===== src/rtl/mux_stream_pkg.sv =====
// Shared constants for the N:1 streaming multiplexer: arbitration modes and
// the packet-lock state encoding.
package mux_stream_pkg;

  localparam logic MODE_RR   = 1'b0;
  localparam logic MODE_PRIO = 1'b1;

  typedef enum logic {
    ST_IDLE   = 1'b0,
    ST_LOCKED = 1'b1
  } state_t;

endpackage


===== src/rtl/rr_arbiter.sv =====
// Combinational channel picker: round-robin search starting after ptr, or
// lowest-index-wins when prio_mode is set.
module rr_arbiter
  import mux_stream_pkg::*;
#(
  parameter int NUM_CH = 4
) (
  input  logic [NUM_CH-1:0]         req,
  input  logic [$clog2(NUM_CH)-1:0] ptr,
  input  logic                      prio_mode,
  output logic [$clog2(NUM_CH)-1:0] gnt_idx,
  output logic                      gnt_any
);

  localparam int SEL_W = $clog2(NUM_CH);

  logic [SEL_W-1:0] idx_s;
  logic             hit_s;

  // Scan candidates in priority order; the first requesting one wins.
  always_comb begin
    gnt_idx = '0;
    gnt_any = 1'b0;
    idx_s   = '0;
    hit_s   = 1'b0;
    for (int i = 0; i < NUM_CH; i++) begin
      idx_s   = prio_mode ? SEL_W'(i) : SEL_W'((int'(ptr) + 1 + i) % NUM_CH);
      hit_s   = req[idx_s] && !gnt_any;
      gnt_idx = hit_s ? idx_s : gnt_idx;
      gnt_any = gnt_any | hit_s;
    end
  end

endmodule


===== src/rtl/mux_stream_rr.sv =====
// N:1 valid/ready stream merger with round-robin or fixed-priority arbitration,
// packet locking on last, and a single registered output slot.
module mux_stream_rr
  import mux_stream_pkg::*;
#(
  parameter int NUM_CH = 4,
  parameter int DATA_W = 8,
  parameter int SEL_W  = $clog2(NUM_CH)
) (
  input  logic                     clk,
  input  logic                     rst,
  input  logic [NUM_CH*DATA_W-1:0] in_data,
  input  logic [NUM_CH-1:0]        in_valid,
  input  logic [NUM_CH-1:0]        in_last,
  output logic [NUM_CH-1:0]        in_ready,
  input  logic                     mode,
  output logic [DATA_W-1:0]        out_data,
  output logic                     out_valid,
  output logic                     out_last,
  output logic [SEL_W-1:0]         out_sel,
  input  logic                     out_ready
);

  state_t            state_r, state_nxt_s;
  logic [SEL_W-1:0]  rr_ptr_r, lock_ch_r;
  logic [SEL_W-1:0]  arb_idx_s, grant_s;
  logic              arb_any_s, grant_any_s;
  logic              slot_free_s, xfer_s;
  logic [DATA_W-1:0] grant_data_s;
  logic              grant_last_s;

  rr_arbiter #(.NUM_CH(NUM_CH)) u_arb (
    .req       (in_valid),
    .ptr       (rr_ptr_r),
    .prio_mode (mode == MODE_PRIO),
    .gnt_idx   (arb_idx_s),
    .gnt_any   (arb_any_s)
  );

  // Grant selection, per-channel ready and the granted channel's beat.
  always_comb begin
    slot_free_s  = !out_valid || out_ready;
    grant_s      = arb_idx_s;
    grant_any_s  = arb_any_s;
    in_ready     = '0;
    grant_data_s = '0;
    grant_last_s = 1'b0;
    if (state_r == ST_LOCKED) begin
      grant_s     = lock_ch_r;
      grant_any_s = 1'b1;
    end else begin
      grant_s     = arb_idx_s;
      grant_any_s = arb_any_s;
    end
    for (int i = 0; i < NUM_CH; i++) begin
      in_ready[i]  = !rst && slot_free_s && grant_any_s && (grant_s == SEL_W'(i));
      grant_data_s = (grant_s == SEL_W'(i)) ? in_data[i*DATA_W +: DATA_W] : grant_data_s;
      grant_last_s = (grant_s == SEL_W'(i)) ? in_last[i] : grant_last_s;
    end
    xfer_s = |(in_valid & in_ready);
  end

  // Packet-lock next-state: lock on a non-final beat, release on the final one.
  always_comb begin
    state_nxt_s = state_r;
    case (state_r)
      ST_IDLE: begin
        if (xfer_s && !grant_last_s) begin
          state_nxt_s = ST_LOCKED;
        end else begin
          state_nxt_s = ST_IDLE;
        end
      end
      ST_LOCKED: begin
        if (xfer_s && grant_last_s) begin
          state_nxt_s = ST_IDLE;
        end else begin
          state_nxt_s = ST_LOCKED;
        end
      end
      default: state_nxt_s = ST_IDLE;
    endcase
  end

  // State, arbitration pointer, lock channel and the registered output slot.
  always_ff @(posedge clk) begin
    if (rst) begin
      state_r   <= ST_IDLE;
      rr_ptr_r  <= SEL_W'(NUM_CH - 1);
      lock_ch_r <= '0;
      out_valid <= 1'b0;
      out_data  <= '0;
      out_last  <= 1'b0;
      out_sel   <= '0;
    end else begin
      state_r <= state_nxt_s;
      if (xfer_s) begin
        lock_ch_r <= grant_s;
        if (grant_last_s) begin
          rr_ptr_r <= grant_s;
        end
      end
      if (slot_free_s) begin
        out_valid <= xfer_s;
        if (xfer_s) begin
          out_data <= grant_data_s;
          out_last <= grant_last_s;
          out_sel  <= grant_s;
        end
      end
    end
  end

endmodule


===== config.mk =====
export PLATFORM = sky130hd
export DESIGN_NAME = mux_stream_rr
export DESIGN_NICKNAME = d
export VERILOG_FILES = /design/src/rtl/mux_stream_pkg.sv /design/src/rtl/rr_arbiter.sv /design/src/rtl/mux_stream_rr.sv
export SDC_FILE = /design/constraint.sdc
export NUM_CORES = 1
export LEC_CHECK = 0
export CAP_MARGIN = 20
export CORE_MARGIN = 8
export CORE_UTILIZATION = 38
export DETAILED_ROUTE_END_ITERATION = 16
export HOLD_SLACK_MARGIN = 0.1
export PLACE_DENSITY = 0.74
export SLEW_MARGIN = 20
export SYNTH_ARGS = -nofsm -noshare
export SYNTH_HDL_FRONTEND = slang
export SYNTH_SLANG_ARGS = --single-unit

===== constraint.sdc =====
create_clock -name clk -period 3.3 [get_ports clk]
set_input_delay 0.825 -clock clk [delete_from_list [all_inputs] [get_ports clk]]
set_output_delay 0.825 -clock clk [all_outputs]
set_load 0.03 [all_outputs]

==> flow_summary.yaml, run 1 <==
status:
  outcome: "finished, violations left"
  failed_checks: "negative setup slack"
clock_tree:
  clk_path_buf_depth: 2
  numCtsBuffers: 3
  cts_hold_repair.buffers: 0
  clock_latency_on_the_worst_skew_pair_ps: 280
  clock_tree.root_cell: "sky130_fd_sc_hd__clkbuf_4"
  tritoncts_num_sinks: 17
  ctsHtreeMaxLevel: 1
  cts.clk_slew.worst_paths_ps: 90
  cts_tree: "done"
drt:
  routed_via_density: 5.329
  route.detailed.wl_per_inst_um: 15.98
  detail_route.wirelength_um: 4714
  drcViolationCount: 0
  drt_pre_antenna_iters: 4
  antenna_violating_nets_left: 0
  route.vias.total: 1572
  drtIter0Drc: 152
layout:
  antennaDiodeCount: 0
  post_route_cells_drive_above_1_share: 0.3401
  final_nets: 292
  layout.filler_cells: 294
  sequential_cell_area_sq_um: 340.3
  multi_input_area_sq_um: 1057
  layoutNonFillerInstCount: 295
  areaGrowthSynthToFinish_pct: 71.38
hold_path:
  hold_path_end: "lock_ch_r[0]"
  hp-class: "flop to flop"
  worstHoldPathCells: 2
  hp-start: "lock_ch_r[0]"
yosys:
  syn_area_sq_um: 1390
  netlist_top_cells_area: "sky130_fd_sc_hd__dfxtp_1 (24%), sky130_fd_sc_hd__mux2i_1 (19%), sky130_fd_sc_hd__a21oi_1 (5.0%)"
  commonest_cells_post_synth: "sky130_fd_sc_hd__mux2i_1 (26), sky130_fd_sc_hd__dfxtp_1 (17), sky130_fd_sc_hd__a21oi_1 (14)"
  yosys_register_bits: 17
  ys_dominant_reg_cell: "sky130_fd_sc_hd__dfxtp_1"
  post-synth-top-area-cell: "sky130_fd_sc_hd__dfxtp_1"
  synth.net_count: 201
  synth_async_sr_flop_share: 0
  yosysWarnings: 0
  synth.top_cell.area_share: 0.2448
  post_synthesis_area_per_instance_sq_um: 8.854
  synthDistinctLibCells: 51
  synth-edff-count: 0
  synthesis.instances: 157
  yosysMostFrequentCell: "sky130_fd_sc_hd__mux2i_1"
  synth-seq-area-share: 0.2448
critical_path:
  critical-path-slowest-cell: "sky130_fd_sc_hd__a311oi_2"
  cp.buffers_inverters: 4
  slowest_delay_ps: 270
  cp-end-kind: "primary output"
  cp_common_cell: "sky130_fd_sc_hd__buf_6"
  critPathRequiredTime_ps: 2470
  timing.critical_path.depth: 10
  crit_path_max_fanout: 6
  timing.setup.critical_path_class: "input port to primary output"
  startpoint_type: "input port"
  worstReg2RegStart: "rr_ptr_r[0]"
  timing.critical_path.cells: "buf_8, buf_6, nor3b_4, a22oi_2, buf_4, a311oi_2, o2bb2ai_2, or2_4, a21oi_4, buf_6"
  rr_worst_depth: 14
  critical_path.reg2reg.endpoint: "out_sel[0]"
  cp_data_arrival_time_ps: 2500
  regToRegSetupSlack_ps: 330
  family_with_the_most_delay_on_the_worst_path: "compound AO/OA/AOI/OAI gates"
global_routing:
  global_route.overflow_total: 0
  first_global_vias: 1624
  largest_net_degree_at_the_start_of_global_routing: 20
  grt_usage: 0.1538
  wire_length_of_the_first_global_routing_pass_um: 7734
  grt_antenna_before_repair: 0
placed_design:
  dp_hpwl_um: 3840
  port_buffers: 59
  place.detailed.instances: 287
  place.gp.congestion: 0.8517
timing:
  worst_pin_slew_ps: 393.6
  timing_hold_violations_final: 0
  max-slew-margin-rel: 0.7347
  fmax_mhz: 300.9
  postLayoutSetupSlackWorst_ps: -23.91
  setup_repair_after_global_routing_missed_its_margin: "yes"
  drv_slew: 0
  report.final.setup_viol: 3
  final.period_utilization: 1.007
  timing.clock.skew_ps: 0.5146
  fin_crit_ps: 3324
power_and_ir_drop:
  pwr_density_nw_per_um2: 904.0
  power_mw: 2.154
  ir_worst_vdd_uv: 535.9
  power.leakage_nw: 0.9462
floorplanning:
  design.core.area_sq_um: 3578
  die_w_um: 76.48
  die_area_sq_um: 5849
  initial_utilization: 0.3885
  chipHeight_um: 76.48
  ioPinCount: 60
  standard_cell_row_count: 22
run:
  max_cap_violations: 0
==> kinds of logic (layout without fill, tap and decap cells) <==
kind of cell / after synthesis / count (layout) / share of synthesized area
AO/OA/AOI/OAI: 52 / 52 / 0.2745
AND/OR/NAND/NOR: 43 / 43 / 0.1737
flip-flops: 17 / 17 / 0.2448
multiplexers: 30 / 30 / 0.2322
buffers and inverters: 15 / 105 / 0.07471
==> stage by stage <==
step	setup WS, ps	util	setup TNS, ps	cell area, sq um	hold WS [ps]
finish	-23.91	0.6657	-37.22	2382	477.2
global route	-92.72	0.6657	-288.7	2382	511.7
CTS	-87.62	0.6647	-155.5	2379	481.8
detailed placement	-560.9	0.6276	-8685	2246	465.1
global placement	-463.3	0.6276	-7364	2246	457.8
floorplan	-120.8	-	-444.0	1448	442.8
==> worst max path at each step <==
stage,slack [ps],from,endpoint
floorplan,-120,mode,in_ready[0]
global placement,-460,mode,in_ready[0]
detailed placement,-560,mode,in_ready[2]
CTS,-90,mode,in_ready[0]
global route,-90,mode,in_ready[0]
finish,-20,mode,in_ready[0]
==> final cells by class <==
type	instances	share of cell area
multi-input cells	125	0.4438
repair buffers	99	0.3740
flip-flops and latches	17	0.1429
well taps	48	0.02521
clock buffers	4	0.01103
inverters	2	0.003151
==> flip-flops by register name, summed over array words and instances, names as in the netlist, named ones only <==
signal	count
out_data	8
out_valid	1
out_last	1
out_sel	2
lock_ch_r	2
rr_ptr_r	2
==> placed cells by master (no fill, tap or decap), types with 3 or more instances in the layout <==
master,n
sky130_fd_sc_hd__a21o_1,3
sky130_fd_sc_hd__a21oi_1,12
sky130_fd_sc_hd__a221o_1,3
sky130_fd_sc_hd__buf_4,39
sky130_fd_sc_hd__buf_6,5
sky130_fd_sc_hd__clkbuf_4,3
sky130_fd_sc_hd__clkdlybuf4s50_1,50
sky130_fd_sc_hd__dfxtp_1,17
sky130_fd_sc_hd__mux2i_1,26
sky130_fd_sc_hd__nand2_1,5
sky130_fd_sc_hd__nand3_1,12
sky130_fd_sc_hd__nor2_4,3
sky130_fd_sc_hd__nor2b_1,3
sky130_fd_sc_hd__nor3_1,5
sky130_fd_sc_hd__o21ai_1,7
==> routing by layer <==
metal | track usage | part of all wire | vias to the layer above
met5 | 0 | 0 | -
met3 | 0.02241 | 0.040 | 4
met2 | 0.2939 | 0.55 | 45
met4 | 0.03077 | 0.0085 | 0
li1 | - | - | 781
met1 | 0.1735 | 0.40 | 742
==> tightest hold or removal path: cells and delay by family, from the launching register on <==
kind / cells / cell delay, ps
AOI/OAI and AO/OA: 1 / 60
and+or+nand+nor: 1 / 60
DFF: 1 / 320
==> where the power goes <==
group / leakage (nW) / switching, mW / internal, mW
logic: 0.792 / 0.861 / 0.818
registers: 0.139 / 0.0742 / 0.293
clock network: 0.0150 / 0.0599 / 0.0469
total: 0.946 / 0.995 / 1.16
==> repair_timing <==
action	in CTS	in global routing
hold endpoints to repair	0	0
pin swaps	12	8
endpoints found under the setup margin	20	10
setup buffers	3	2
gates resized for setup	38	2
Power figures use the tool's default switching activity.
==> run 2, diff against run 1 <==
--- a/config.mk
+++ b/config.mk
@@ -6,11 +6,13 @@
 export NUM_CORES = 1
 export LEC_CHECK = 0
 export CAP_MARGIN = 20
+export CELL_PAD_IN_SITES_DETAIL_PLACEMENT = 1
+export CELL_PAD_IN_SITES_GLOBAL_PLACEMENT = 1
 export CORE_MARGIN = 8
-export CORE_UTILIZATION = 38
+export CORE_UTILIZATION = 27
 export DETAILED_ROUTE_END_ITERATION = 16
 export HOLD_SLACK_MARGIN = 0.1
-export PLACE_DENSITY = 0.74
+export PLACE_DENSITY = 0.73
 export SLEW_MARGIN = 20
 export SYNTH_ARGS = -nofsm -noshare
 export SYNTH_HDL_FRONTEND = slang
==> run 2 against run 1 <==
The run still ends with negative setup slack left. Sequential power rose by 3%. Global-route usage fell by 1.6 points. Via count fell by 0.25%. Wire length rose by 7.4%. Worst setup slack got worse by 2.7 ps. Design area rose by 4.1%. Non-clock buffer count rose by 4. Core utilization fell by 17 points. Largest power group unchanged.
==> flow_summary.yaml, run 2 (synthesized netlist as in run 1, its figures left out) <==
status:
  outcome: "finished, violations left"
  failed_checks: "negative setup slack"
critical_path:
  cp-end-kind: "primary output"
  regToRegSetupSlack_ps: 340
  critPathRequiredTime_ps: 2470
  crit_path_max_fanout: 5
  rr_worst_depth: 10
  cp_data_arrival_time_ps: 2500
  startpoint_type: "input port"
  timing.setup.critical_path_class: "input port to primary output"
clock_tree:
  ctsHtreeMaxLevel: 1
  cts_tree: "done"
  cts.clk_slew.worst_paths_ps: 70
  clock_latency_on_the_worst_skew_pair_ps: 260
  numCtsBuffers: 3
  clock_tree.root_cell: "sky130_fd_sc_hd__clkbuf_8"
  clk_path_buf_depth: 2
  tritoncts_num_sinks: 17
timing:
  final.period_utilization: 1.008
  timing_hold_violations_final: 0
  drv_slew: 0
  postLayoutSetupSlackWorst_ps: -26.58
  fmax_mhz: 300.6
  fin_crit_ps: 3327
  timing.clock.skew_ps: 3.761
  max-slew-margin-rel: 0.7240
  timing.hold.ws_ps: 472.4
  report.final.setup_viol: 4
  setup_repair_after_global_routing_missed_its_margin: "yes"
  worst_pin_slew_ps: 411.5
floorplanning:
  die_w_um: 87.75
  ioPinCount: 60
  standard_cell_row_count: 26
  chipHeight_um: 87.75
  die_area_sq_um: 7700
  design.core.area_sq_um: 5042
  initial_utilization: 0.2757
power_and_ir_drop:
  pwr_density_nw_per_um2: 910.5
  power.leakage_nw: 0.9749
  ir_worst_vdd_uv: 386.4
drt:
  route.detailed.wl_per_inst_um: 15.77
  drtIter0Drc: 54
  drt_pre_antenna_iters: 4
  route.vias.total: 1568
  drcViolationCount: 0
  antenna_violating_nets_left: 0
  routed_via_density: 4.885
  detail_route.wirelength_um: 5063
placed_design:
  place.detailed.instances: 310
  port_buffers: 59
  dp_slack_ps: -533.8
  dp_hpwl_um: 4047
  place.gp.congestion: 0.8334
layout:
  layout_common_cells: "sky130_fd_sc_hd__clkdlybuf4s50_1 (50), sky130_fd_sc_hd__buf_4 (41), sky130_fd_sc_hd__mux2i_1 (26)"
  top_register: "out_data"
  layoutNonFillerInstCount: 321
  layout_commonest_cell: "sky130_fd_sc_hd__clkdlybuf4s50_1"
  post_route_cells_drive_above_1_share: 0.3426
  antennaDiodeCount: 0
  flip_flop_count_of_the_largest_register_after_layout: 8
  areaGrowthSynthToFinish_pct: 78.40
  final_nets: 296
hold_path:
  hp-class: "flop to flop"
  worstHoldPathCells: 2
global_routing:
  grt_antenna_before_repair: 0
  wire_length_of_the_first_global_routing_pass_um: 8473
  grt_usage: 0.1383
  largest_net_degree_at_the_start_of_global_routing: 18
  global_route.overflow_total: 0
  first_global_vias: 1688
run:
  max_cap_violations: 0
==> run 2: changes by cell type in the layout (fill, tap and decap cells not counted), sizes merged <==
cell,change
clkdlybuf4s15,-1
buf,+6
clkinv,+1
clkbuf,-2
==> run 2: power breakdown <==
part	leakage [nW]	total (mW)	internal [mW]	switching, mW
Combinational	0.810	1.72	0.845	0.875
Clock	0.0255	0.162	0.0840	0.0775
Sequential	0.139	0.377	0.293	0.0833
Total	0.975	2.26	1.22	1.04
==> run 2: path summary, 6_finish.rpt <==
check                      to   startpoint
hold / removal    out_data[3]  out_data[3]
setup / recovery  in_ready[0]         mode
setup reg to reg  rr_ptr_r[0]  rr_ptr_r[0]
hold reg to reg   out_data[3]  out_data[3]
==> run 2: metal layers <==
metal	GRT usage	wire, um	part of all wire
met4	0.04531	57	0.011
met5	0	0	0
met3	0.03377	237	0.047
met1	0.1680	2301	0.45
met2	0.2312	2465	0.49
==> run 2: final cells by class <==
type | count | area (sq um)
Clock buffer | 3 | 41.29
Clock inverter | 1 | 5.005
Fill cell | 578 | 2562
Inverter | 2 | 7.507
Multi-Input combinational cell | 125 | 1076
Sequential cell | 17 | 340.3
Tap cell | 70 | 87.58
Timing Repair Buffer | 103 | 922.1
==> run 2: critical path: stages <==
cell and delay (ps):
sky130_fd_sc_hd__buf_8 110, sky130_fd_sc_hd__buf_6 110, sky130_fd_sc_hd__a21o_1 160, sky130_fd_sc_hd__a22oi_2 280, sky130_fd_sc_hd__nand2_1 90, sky130_fd_sc_hd__o41a_1 480
sky130_fd_sc_hd__buf_6 160, sky130_fd_sc_hd__a21oi_4 140, sky130_fd_sc_hd__buf_6 140
==> run 2: repair_timing <==
item | in CTS | in global routing
endpoints found under the setup margin | 20 | 4
hold buffers | 0 | 0
resized for setup | 34 | 9
setup buffers | 2 | 5
pin swaps | 11 | 7
==> run 2: per-stage QoR <==
stage               power [mW]  utilization  TNS, ps  area [sq um]
floorplan                1.454            -   -444.0          1448
global placement         1.924       0.4524    -6884          2281
detailed placement       1.947       0.4524    -7912          2281
CTS                      2.188       0.4754   -12.70          2397
global route             2.423       0.4918   -270.2          2480
finish                   2.258       0.4918   -68.96          2480
==> run 3, diff against run 2 <==
--- a/config.mk
+++ b/config.mk
@@ -9,10 +9,10 @@
 export CELL_PAD_IN_SITES_DETAIL_PLACEMENT = 1
 export CELL_PAD_IN_SITES_GLOBAL_PLACEMENT = 1
 export CORE_MARGIN = 8
-export CORE_UTILIZATION = 27
+export CORE_UTILIZATION = 33
 export DETAILED_ROUTE_END_ITERATION = 16
 export HOLD_SLACK_MARGIN = 0.1
-export PLACE_DENSITY = 0.73
+export PLACE_DENSITY = 0.84
 export SLEW_MARGIN = 20
 export SYNTH_ARGS = -nofsm -noshare
 export SYNTH_HDL_FRONTEND = slang
==> constraint.sdc (replaced) <==
create_clock -name clk -period 4 [get_ports clk]
set_input_delay 1 -clock clk [delete_from_list [all_inputs] [get_ports clk]]
set_output_delay 1 -clock clk [all_outputs]
set_load 0.03 [all_outputs]
==> run 3 against run 2 <==
The run now ends clean. Clock power is 22% lower. Combinational power shrank 13%. Critical path depth up 1. Design area is 1.0% lower. Largest cell class unchanged.
==> flow_summary.yaml, run 3 (synthesized netlist as in run 1, its figures left out) <==
timing:
  timing_hold_violations_final: 0
  max-slew-margin-rel: 0.6207
  drv_slew: 0
  worst_pin_slew_ps: 568.2
  fmax_mhz: 251.0
  setup_tns_ps: 0
  timing.clock.skew_ps: 5.258
  report.final.setup_viol: 0
  final.period_utilization: 0.9959
  fin_crit_ps: 3984
layout:
  flip_flop_count_of_the_largest_register_after_layout: 8
  antennaDiodeCount: 0
  areaGrowthSynthToFinish_pct: 76.60
  post_route_cells_drive_above_1_share: 0.3175
  top_register: "out_data"
  sequential_cell_area_sq_um: 340.3
  multi_input_area_sq_um: 1066
  layout.filler_cells: 448
  final_nets: 297
  layout_commonest_cell: "sky130_fd_sc_hd__clkdlybuf4s50_1"
  layoutNonFillerInstCount: 302
  finish.instance_area_sq_um: 2455
  layout_common_cells: "sky130_fd_sc_hd__clkdlybuf4s50_1 (50), sky130_fd_sc_hd__buf_4 (42), sky130_fd_sc_hd__mux2i_1 (26)"
placed_design:
  port_buffers: 59
  place.gp.congestion: 0.9108
  placed_cell_area_sq_um: 2160
  place.detailed.instances: 281
  dp_hpwl_um: 4732
floorplanning:
  ioPinCount: 60
  die_w_um: 80.90
  chipHeight_um: 80.90
  standard_cell_row_count: 23
  design.core.area_sq_um: 4029
  die_area_sq_um: 6545
  initial_utilization: 0.3450
drt:
  drt_pre_antenna_iters: 4
  antenna_violating_nets_left: 0
  route.vias.total: 1676
  detail_route.wirelength_um: 6618
  route.detailed.wl_per_inst_um: 21.91
  drtIter0Drc: 98
  drcViolationCount: 0
  routed_via_density: 5.550
global_routing:
  largest_net_degree_at_the_start_of_global_routing: 18
  grt_antenna_before_repair: 0
  grt.met1_usage: 0.2092
  globalRoute.busiestLayer: "met2"
  wire_length_of_the_first_global_routing_pass_um: 9867
  globalRouteMet3Util: 0.01656
  global_route_met2_utilization: 0.3809
  grt_usage: 0.1966
  global_route.overflow_total: 0
  first_global_vias: 1835
critical_path:
  cp_data_arrival_time_ps: 2980
  startpoint_type: "input port"
  critPathRequiredTime_ps: 3000
  timing.setup.critical_path_class: "input port to primary output"
  regToRegSetupSlack_ps: 410
  rr_worst_depth: 15
  critical_path.reg2reg.endpoint: "out_data[7]"
  cp-end-kind: "primary output"
  crit_path_max_fanout: 5
  worstReg2RegStart: "rr_ptr_r[0]"
clock_tree:
  tritoncts_num_sinks: 17
  cts_tree: "done"
  clock_latency_on_the_worst_skew_pair_ps: 250
  ctsHtreeMaxLevel: 1
  clock_tree.root_cell: "sky130_fd_sc_hd__clkbuf_8"
  cts.clk_slew.worst_paths_ps: 60
  numCtsBuffers: 3
  cts_hold_repair.buffers: 0
  clk_path_buf_depth: 2
power_and_ir_drop:
  pwr_density_nw_per_um2: 787.9
  ir_worst_vdd_uv: 374.6
  power.leakage_nw: 0.9815
hold_path:
  hp-class: "flop to flop"
  worstHoldPathCells: 2
  hp-start: "out_data[6]"
  hold_path_end: "out_data[6]"
status:
  outcome: "finished, final reports clean"
run:
  max_cap_violations: 0
-- run 3: worst max path at each step --
stage | start | to | slack (ps) | depth (start not counted)
final | mode | in_ready[1] | 20 | 10
after global placement | mode | in_ready[0] | -140 | 9
after CTS | in_valid[0] | in_ready[0] | 50 | 10
after detailed placement | mode | in_ready[2] | -270 | 9
after floorplan | mode | in_ready[3] | 7 | 8
after global routing | mode | in_ready[3] | -40 | 10
-- run 3: what timing repair did --
| action | 4_1_cts | 5_1_grt |
|---|---|---|
| pin swaps | 7 | 5 |
| buffers inserted | 10 | 6 |
| setup endpoints to repair | 4 | 4 |
| cloned | 1 | 0 |
| gates resized for setup | 21 | 9 |
-- run 3: per-layer routing --
metal	wire length, um	share of wire
met2	3644	0.55
met3	212	0.032
met5	0	0
met1	2442	0.37
met4	319	0.048
-- run 3: power breakdown --
group | leakage, nW | switching [mW] | internal [mW]
clock | 0.0228 | 0.0557 | 0.0706
sequential | 0.139 | 0.0785 | 0.242
combinational | 0.820 | 0.778 | 0.710
-- run 3: critical path, stage by stage --
cell and delay (ps):
sky130_fd_sc_hd__clkdlybuf4s15_1 190, sky130_fd_sc_hd__buf_6 150, sky130_fd_sc_hd__nor2_4 120, sky130_fd_sc_hd__mux4_2 570, sky130_fd_sc_hd__a21oi_4 200, sky130_fd_sc_hd__buf_6 120
sky130_fd_sc_hd__o41a_1 220, sky130_fd_sc_hd__nand2_2 120, sky130_fd_sc_hd__nor2_2 140, sky130_fd_sc_hd__buf_6 140
-- run 3: per-stage QoR --
stage / hold slack, ps / worst slack, ps / total power, mW / utilization
floorplan: 442.8 / 7.262 / 1.134 / -
finish: 472.0 / 16.30 / 1.934 / 0.6093
detailed placement: 466.4 / -274.5 / 1.562 / 0.5360
global route: 503.4 / -44.45 / 2.040 / 0.6093
global placement: 459.1 / -136.5 / 1.486 / 0.5360
CTS: 477.0 / 47.52 / 1.817 / 0.5857
-- run 3: final cells by class --
class / instances / share of cell area
Multi-Input combinational cell: 125 / 0.4343
Clock buffer: 4 / 0.01835
Inverter: 2 / 0.003058
Timing Repair Buffer: 104 / 0.3802
Tap cell: 50 / 0.02548
Sequential cell: 17 / 0.1386
